===== src/rtl/shift_reg_pkg.sv =====
// Shared definitions for the serial deserializer and its matching right-shift transmitter.
// Holds the FSM state encoding and the default word width.
package shift_reg_pkg;

   localparam int DEFAULT_WIDTH = 4;

   typedef enum logic {
      IDLE = 1'b0,
      RECV = 1'b1
   } state_t;

endpackage : shift_reg_pkg


===== src/rtl/shift_register_deser_bit_counter.sv =====
// Modulo-WIDTH bit counter with enable and synchronous clear.
// o_tc flags the last count before wrap, so the caller can detect word completion.
module bit_counter
   import shift_reg_pkg::*;
#(
   parameter int WIDTH = DEFAULT_WIDTH
) (
   input  logic                     clk,
   input  logic                     rst,
   input  logic                     i_clr,
   input  logic                     i_en,
   output logic [$clog2(WIDTH)-1:0] o_cnt,
   output logic                     o_tc
);

   localparam int CW = $clog2(WIDTH);

   logic [CW-1:0] r_cnt;

   // NOTE: sequential state uses non-blocking assignments so every register samples pre-edge values.
   always_ff @(posedge clk or negedge rst) begin
      if (!rst) begin
         r_cnt <= '0;
      end else if (i_clr) begin
         r_cnt <= '0;
      end else if (i_en) begin
         r_cnt <= o_tc ? '0 : r_cnt + CW'(1);
      end
   end

   assign o_cnt = r_cnt;
   assign o_tc  = (r_cnt == CW'(WIDTH - 1));

endmodule : bit_counter


===== src/rtl/shift_register_deser.sv =====
// Serial-to-parallel deserializer: LSB-first bits are shifted in from the MSB end and
// each completed word is held with a valid/ack handshake and a sticky overrun flag.
module shift_register_deser
   import shift_reg_pkg::*;
#(
   parameter int WIDTH = DEFAULT_WIDTH
) (
   input  logic             clk,
   input  logic             rst,
   input  logic             clear,
   input  logic             bit_valid,
   input  logic             serial_in,
   input  logic             word_ack,
   output logic [WIDTH-1:0] data_out,
   output logic             word_valid,
   output logic             busy,
   output logic             overrun
);

   localparam int CW = $clog2(WIDTH);

   state_t           r_state;
   state_t           w_state_next;
   logic [WIDTH-1:0] r_sreg;
   logic [WIDTH-1:0] r_data;
   logic             r_word_valid;
   logic             r_overrun;

   logic [CW-1:0]    w_cnt;
   logic             w_tc;
   logic             w_shift;
   logic             w_word_done;
   logic [WIDTH-1:0] w_next_word;

   // clear wins over an incoming bit, so a bit arriving with clear is dropped.
   assign w_shift     = bit_valid & ~clear;
   assign w_word_done = w_shift & w_tc;
   assign w_next_word = {serial_in, r_sreg[WIDTH-1:1]};

   bit_counter #(
      .WIDTH (WIDTH)
   ) u_bit_counter (
      .clk   (clk),
      .rst   (rst),
      .i_clr (clear),
      .i_en  (w_shift),
      .o_cnt (w_cnt),
      .o_tc  (w_tc)
   );

   always_ff @(posedge clk or negedge rst) begin
      if (!rst) begin
         r_state <= IDLE;
      end else begin
         r_state <= w_state_next;
      end
   end

   // NOTE: next-state is defaulted first so no path through this block can infer a latch.
   always_comb begin
      w_state_next = r_state;
      if (clear) begin
         w_state_next = IDLE;
      end else if (bit_valid) begin
         unique case (r_state)
            IDLE:    w_state_next = RECV;
            RECV:    w_state_next = w_tc ? IDLE : RECV;
            default: w_state_next = IDLE;
         endcase
      end
   end

   always_ff @(posedge clk or negedge rst) begin
      if (!rst) begin
         r_sreg <= '0;
      end else if (clear) begin
         r_sreg <= '0;
      end else if (bit_valid) begin
         r_sreg <= w_next_word;
      end
   end

   always_ff @(posedge clk or negedge rst) begin
      if (!rst) begin
         r_data       <= '0;
         r_word_valid <= 1'b0;
      end else if (w_word_done) begin
         r_data       <= w_next_word;
         r_word_valid <= 1'b1;
      end else if (word_ack) begin
         r_word_valid <= 1'b0;
      end
   end

   // A word is lost only when the previous one is still held and not being acked.
   always_ff @(posedge clk or negedge rst) begin
      if (!rst) begin
         r_overrun <= 1'b0;
      end else if (clear) begin
         r_overrun <= 1'b0;
      end else if (w_word_done && r_word_valid && !word_ack) begin
         r_overrun <= 1'b1;
      end
   end

   assign data_out   = r_data;
   assign word_valid = r_word_valid;
   assign busy       = (r_state == RECV);
   assign overrun    = r_overrun;

   a_state_tracks_cnt : assert property (@(posedge clk) disable iff (!rst)
      ((r_state == RECV) == (w_cnt != '0)) && (w_cnt <= CW'(WIDTH - 1)));

endmodule : shift_register_deser


===== config.mk =====
export PLATFORM = sky130hd
export DESIGN_NAME = shift_register_deser
export DESIGN_NICKNAME = d
export VERILOG_FILES = /design/src/rtl/shift_reg_pkg.sv /design/src/rtl/shift_register_deser_bit_counter.sv /design/src/rtl/shift_register_deser.sv
export SDC_FILE = /design/constraint.sdc
export NUM_CORES = 1
export LEC_CHECK = 0
export BUFFER_PORTS_ARGS = -buffer_cell sky130_fd_sc_hd__buf_2
export CAP_MARGIN = 25
export CORE_MARGIN = 1
export CORE_UTILIZATION = 40
export CTS_CLUSTER_SIZE = 12
export DETAILED_ROUTE_END_ITERATION = 6
export PLACE_DENSITY_LB_ADDON = 0.2
export SYNTH_ARGS = -nofsm -noshare
export SYNTH_HDL_FRONTEND = slang
export SYNTH_SLANG_ARGS = --single-unit

===== constraint.sdc =====
create_clock -name clk -period 2.42 [get_ports clk]
set_input_delay 0.363 -clock clk [delete_from_list [all_inputs] [get_ports clk]]
set_output_delay 0.363 -clock clk [all_outputs]
set_load 0.02 [all_outputs]

==> parameters.txt <==
Parameter                              Value

Status
  Result of the run ... complete, no violations

Global routing
  Gr usage total ... 0.149
  Initial antenna violation count ... 0
  Pin count of the biggest net entering global routing ... 13
  Total grt overflow ... 0
  First-pass GRT wire length ... 1.37 mm
  Vias in the first global route ... 322

Clock network
  Number of buffers between clock root and the deepest sink ... 2
  Clock Sink Count ... 12
  Clock insertion delay at the later pin of the skew report ... 0.26 ns
  TritonCTS buffer count ... 3
  Clock-pin slew of the registers on the worst-case setup and hold paths ... 0.07 ns
  Post-CTS Resized ... 0
  Clock root cell ... sky130_fd_sc_hd__clkbuf_4
  TritonCTS clock tree ... done
  Depth of the CTS H-tree ... 1

Run
  Number of violations of the max-capacitance limit ... 0

Placed design
  Routability Congestion ... ~0.75
  Half-perimeter wire length after placement ... ~700 um
  Post-detailed-placement cell area ... between 500 and 600 um2
  Port bufs ... 12

Detailed routing
  Count of unresolved DRC violations after routing ... 0
  Routed vias ... 322
  Antenna violation net count after detailed routing ... 0
  DR vias/cell ... 4.88
  Wirelength per Cell ... 12.7 um
  First-pass detailed-route iteration total ... 4
  Violation count after the first detailed-route iteration ... 5
  Final wirelength ... around 840 um

Layout
  Final cell area excluding filler cells ... about 600 um2
  Area Growth Syn to Fin ... 16.7%
  Share of cells above drive strength 1 ... 0.385
  Count of nets after finishing ... 61
  Antenna cells ... 0

Yosys
  Post-synthesis sequential area ratio ... 0.573
  Average cell area after synthesis ... 13.8 um2
  Total nets after synthesis ... 45
  Post-synthesis instance total ... 38
  Flip-flop and latch count after synthesis ... 12
  Cell Area, Synth ... approximately 520 um2
  Synth warnings ... 0
  Count of cell types in the netlist ... 14

Worst setup path
  Endpoint required time on the critical path ... around 2.6 ns
  Depth of the most critical reg-to-reg path ... 3
  Critical path capture point type ... register
  Largest stage delay on the critical path ... roughly 0.4 ns
  Worst setup slack for register-to-register paths ... roughly 1.2 ns
  Launch instance of the worst register-to-register path ... u_bit_counter.o_cnt[0]
  Signal arrival time at the worst endpoint ... approximately 1.4 ns
  Capture point of the worst reg-to-reg path ... data_out[1]
  Cells along the critical path ... ha_1, nand3b_4, mux2_4
  Maximum net fanout on the critical path ... 5
  Dominant delay contributor by cell family on the critical path ... flip-flops
  Critical path type ... register to register
  Critical path buffers and inverters ... 0
  Critical Path Start Type ... register
  Critical-path top delay cell ... sky130_fd_sc_hd__dfrtp_1

Die
  Die W ... approximately 38 um
  Die H ... 38.2 um
  Total die area ... around 1500 um2
  Boundary Pins ... 13
  Initial Util ... 0.453
  Number of placement rows ... 12
  Floorplan Core Area ... 1160 um2

Power
  Pwr dens ... 632 nW/um2
  Total leakage power ... ~0.35 nW
  Worst vdd ir ... between 0.2 and 0.3 mV

Timing
  Number of max-slew violations in the final report ... 0
  Final setup skew ... 0.000288 ns
  Fmax ... 829 MHz
  Final setup fails ... 0
  Final period util ... 0.499
  Final hold violation count ... 0
  RSZ-0062 raised after global routing ... false
  Slew at the pin closest to its max-slew limit ... around 0.26 ns
  Headroom to the max-slew limit ... 0.829
  Final min period ... roughly 1.2 ns
  Final-layout setup total negative slack ... 0 ns

Min path
  Cell depth of the worst min-delay path ... 2
  Hold Path Origin ... word_ack
  Tightest Hold Check Type ... input port to register
  Worst min-delay path endpoint ... word_valid
[stage by stage]
| stage | worst slack (ns) | power [mW] | std cells | hold slack, ns | utilization |
|---|---|---|---|---|---|
| 2_1_floorplan | 1.27 | 0.259 | 38 | 0.0674 | - |
| 3_3_place_gp | 1.25 | 0.273 | 62 | 0.240 | 0.501 |
| 3_5_place_dp | 1.22 | 0.276 | 62 | 0.247 | 0.501 |
| 4_1_cts | 1.21 | 0.393 | 66 | 0.322 | 0.529 |
| 5_1_grt | 1.18 | 0.409 | 66 | 0.335 | 0.529 |
| 6_report | 1.21 | 0.386 | 66 | 0.321 | 0.529 |
[registers in the layout, summed over array words and instances (netlist names)]
signal / cells
busy: 1
data_out: 4
overrun: 1
r_sreg: 3
u_bit_counter.o_cnt: 2
word_valid: 1
[placed cells by master (no fill, tap or decap)]
cell type                       Yosys  layout
sky130_fd_sc_hd__inv_1              2       2
sky130_fd_sc_hd__mux2_4             4       4
sky130_fd_sc_hd__dlygate4sd3_1      0       1
sky130_fd_sc_hd__xnor2_1            1       1
sky130_fd_sc_hd__o21ai_0            1       1
sky130_fd_sc_hd__nor2_1             6       6
sky130_fd_sc_hd__ha_1               1       1
sky130_fd_sc_hd__a21oi_1            1       1
sky130_fd_sc_hd__clkbuf_4           0       3
sky130_fd_sc_hd__and3_1             1       1
sky130_fd_sc_hd__nor3_1             1       1
sky130_fd_sc_hd__mux2i_1            4       4
sky130_fd_sc_hd__dfrtp_1           12      12
sky130_fd_sc_hd__buf_2              0      12
sky130_fd_sc_hd__nand4b_1           1       1
sky130_fd_sc_hd__nand3b_4           1       1
[synthesized netlist by cell type (all sizes together)]
cell	number	area, um2
a21oi	1	5.00
dfrtp	12	300
nor3	1	5.00
xnor2	1	8.76
nor2	6	22.5
mux2i	4	40.0
nand3b	1	20.0
mux2	4	60.1
and3	1	6.26
ha	1	12.5
o21ai	1	5.00
buf	2	22.5
nand4b	1	8.76
inv	2	7.51
[per-layer routing]
metal,GRT usage,vias up,routed length (um)
met4,0.107,0,4
met1,0.167,153,352
met5,0,-,0
met2,0.246,10,433
li1,-,157,-
met3,0.0349,2,46
[worst max-delay path by stage]
stage | from | to | cells after the start | slack (ns)
final | u_bit_counter.o_cnt[0] | data_out[1] | 3 | 1.21
after global routing | u_bit_counter.o_cnt[0] | data_out[1] | 3 | 1.18
after CTS | u_bit_counter.o_cnt[0] | data_out[1] | 3 | 1.21
after detailed placement | u_bit_counter.o_cnt[0] | data_out[1] | 3 | 1.22
after global placement | u_bit_counter.o_cnt[0] | data_out[1] | 3 | 1.25
after floorplan | u_bit_counter.o_cnt[0] | data_out[0] | 3 | 1.27
[report_power, final]
| part | internal, mW | switching, mW | leakage [nW] |
|---|---|---|---|
| Sequential | 0.212 | 0.00739 | 0.163 |
| Combinational | 0.0245 | 0.0283 | 0.177 |
| Clock | 0.0574 | 0.0566 | 0.0138 |
| Total | 0.294 | 0.0923 | 0.354 |
[cell type report]
| type | instances | area (um2) |
|---|---|---|
| fill | 97 | 544 |
| sequential | 12 | 300 |
| multi-input combinational | 22 | 194 |
| timing repair buffer | 13 | 70.1 |
| clock buffer | 3 | 22.5 |
| tap | 14 | 17.5 |
| inverter | 2 | 7.51 |
[cell families after synthesis]
kind of cell    after synthesis  synth area share
flops                        12             0.573
simple gates                 10             0.119
mux                           8             0.191
buf+inv                       4            0.0573
compound gates                2            0.0191
xor+xnor                      1            0.0167
fa+ha+maj                     1            0.0239
[what timing repair did]
item,CTS,global route
hold buffers,1,0
hold endpoints to repair,12,0
buffers inserted,0,0
No activity file was read; power rests on OpenSTA's default activity.
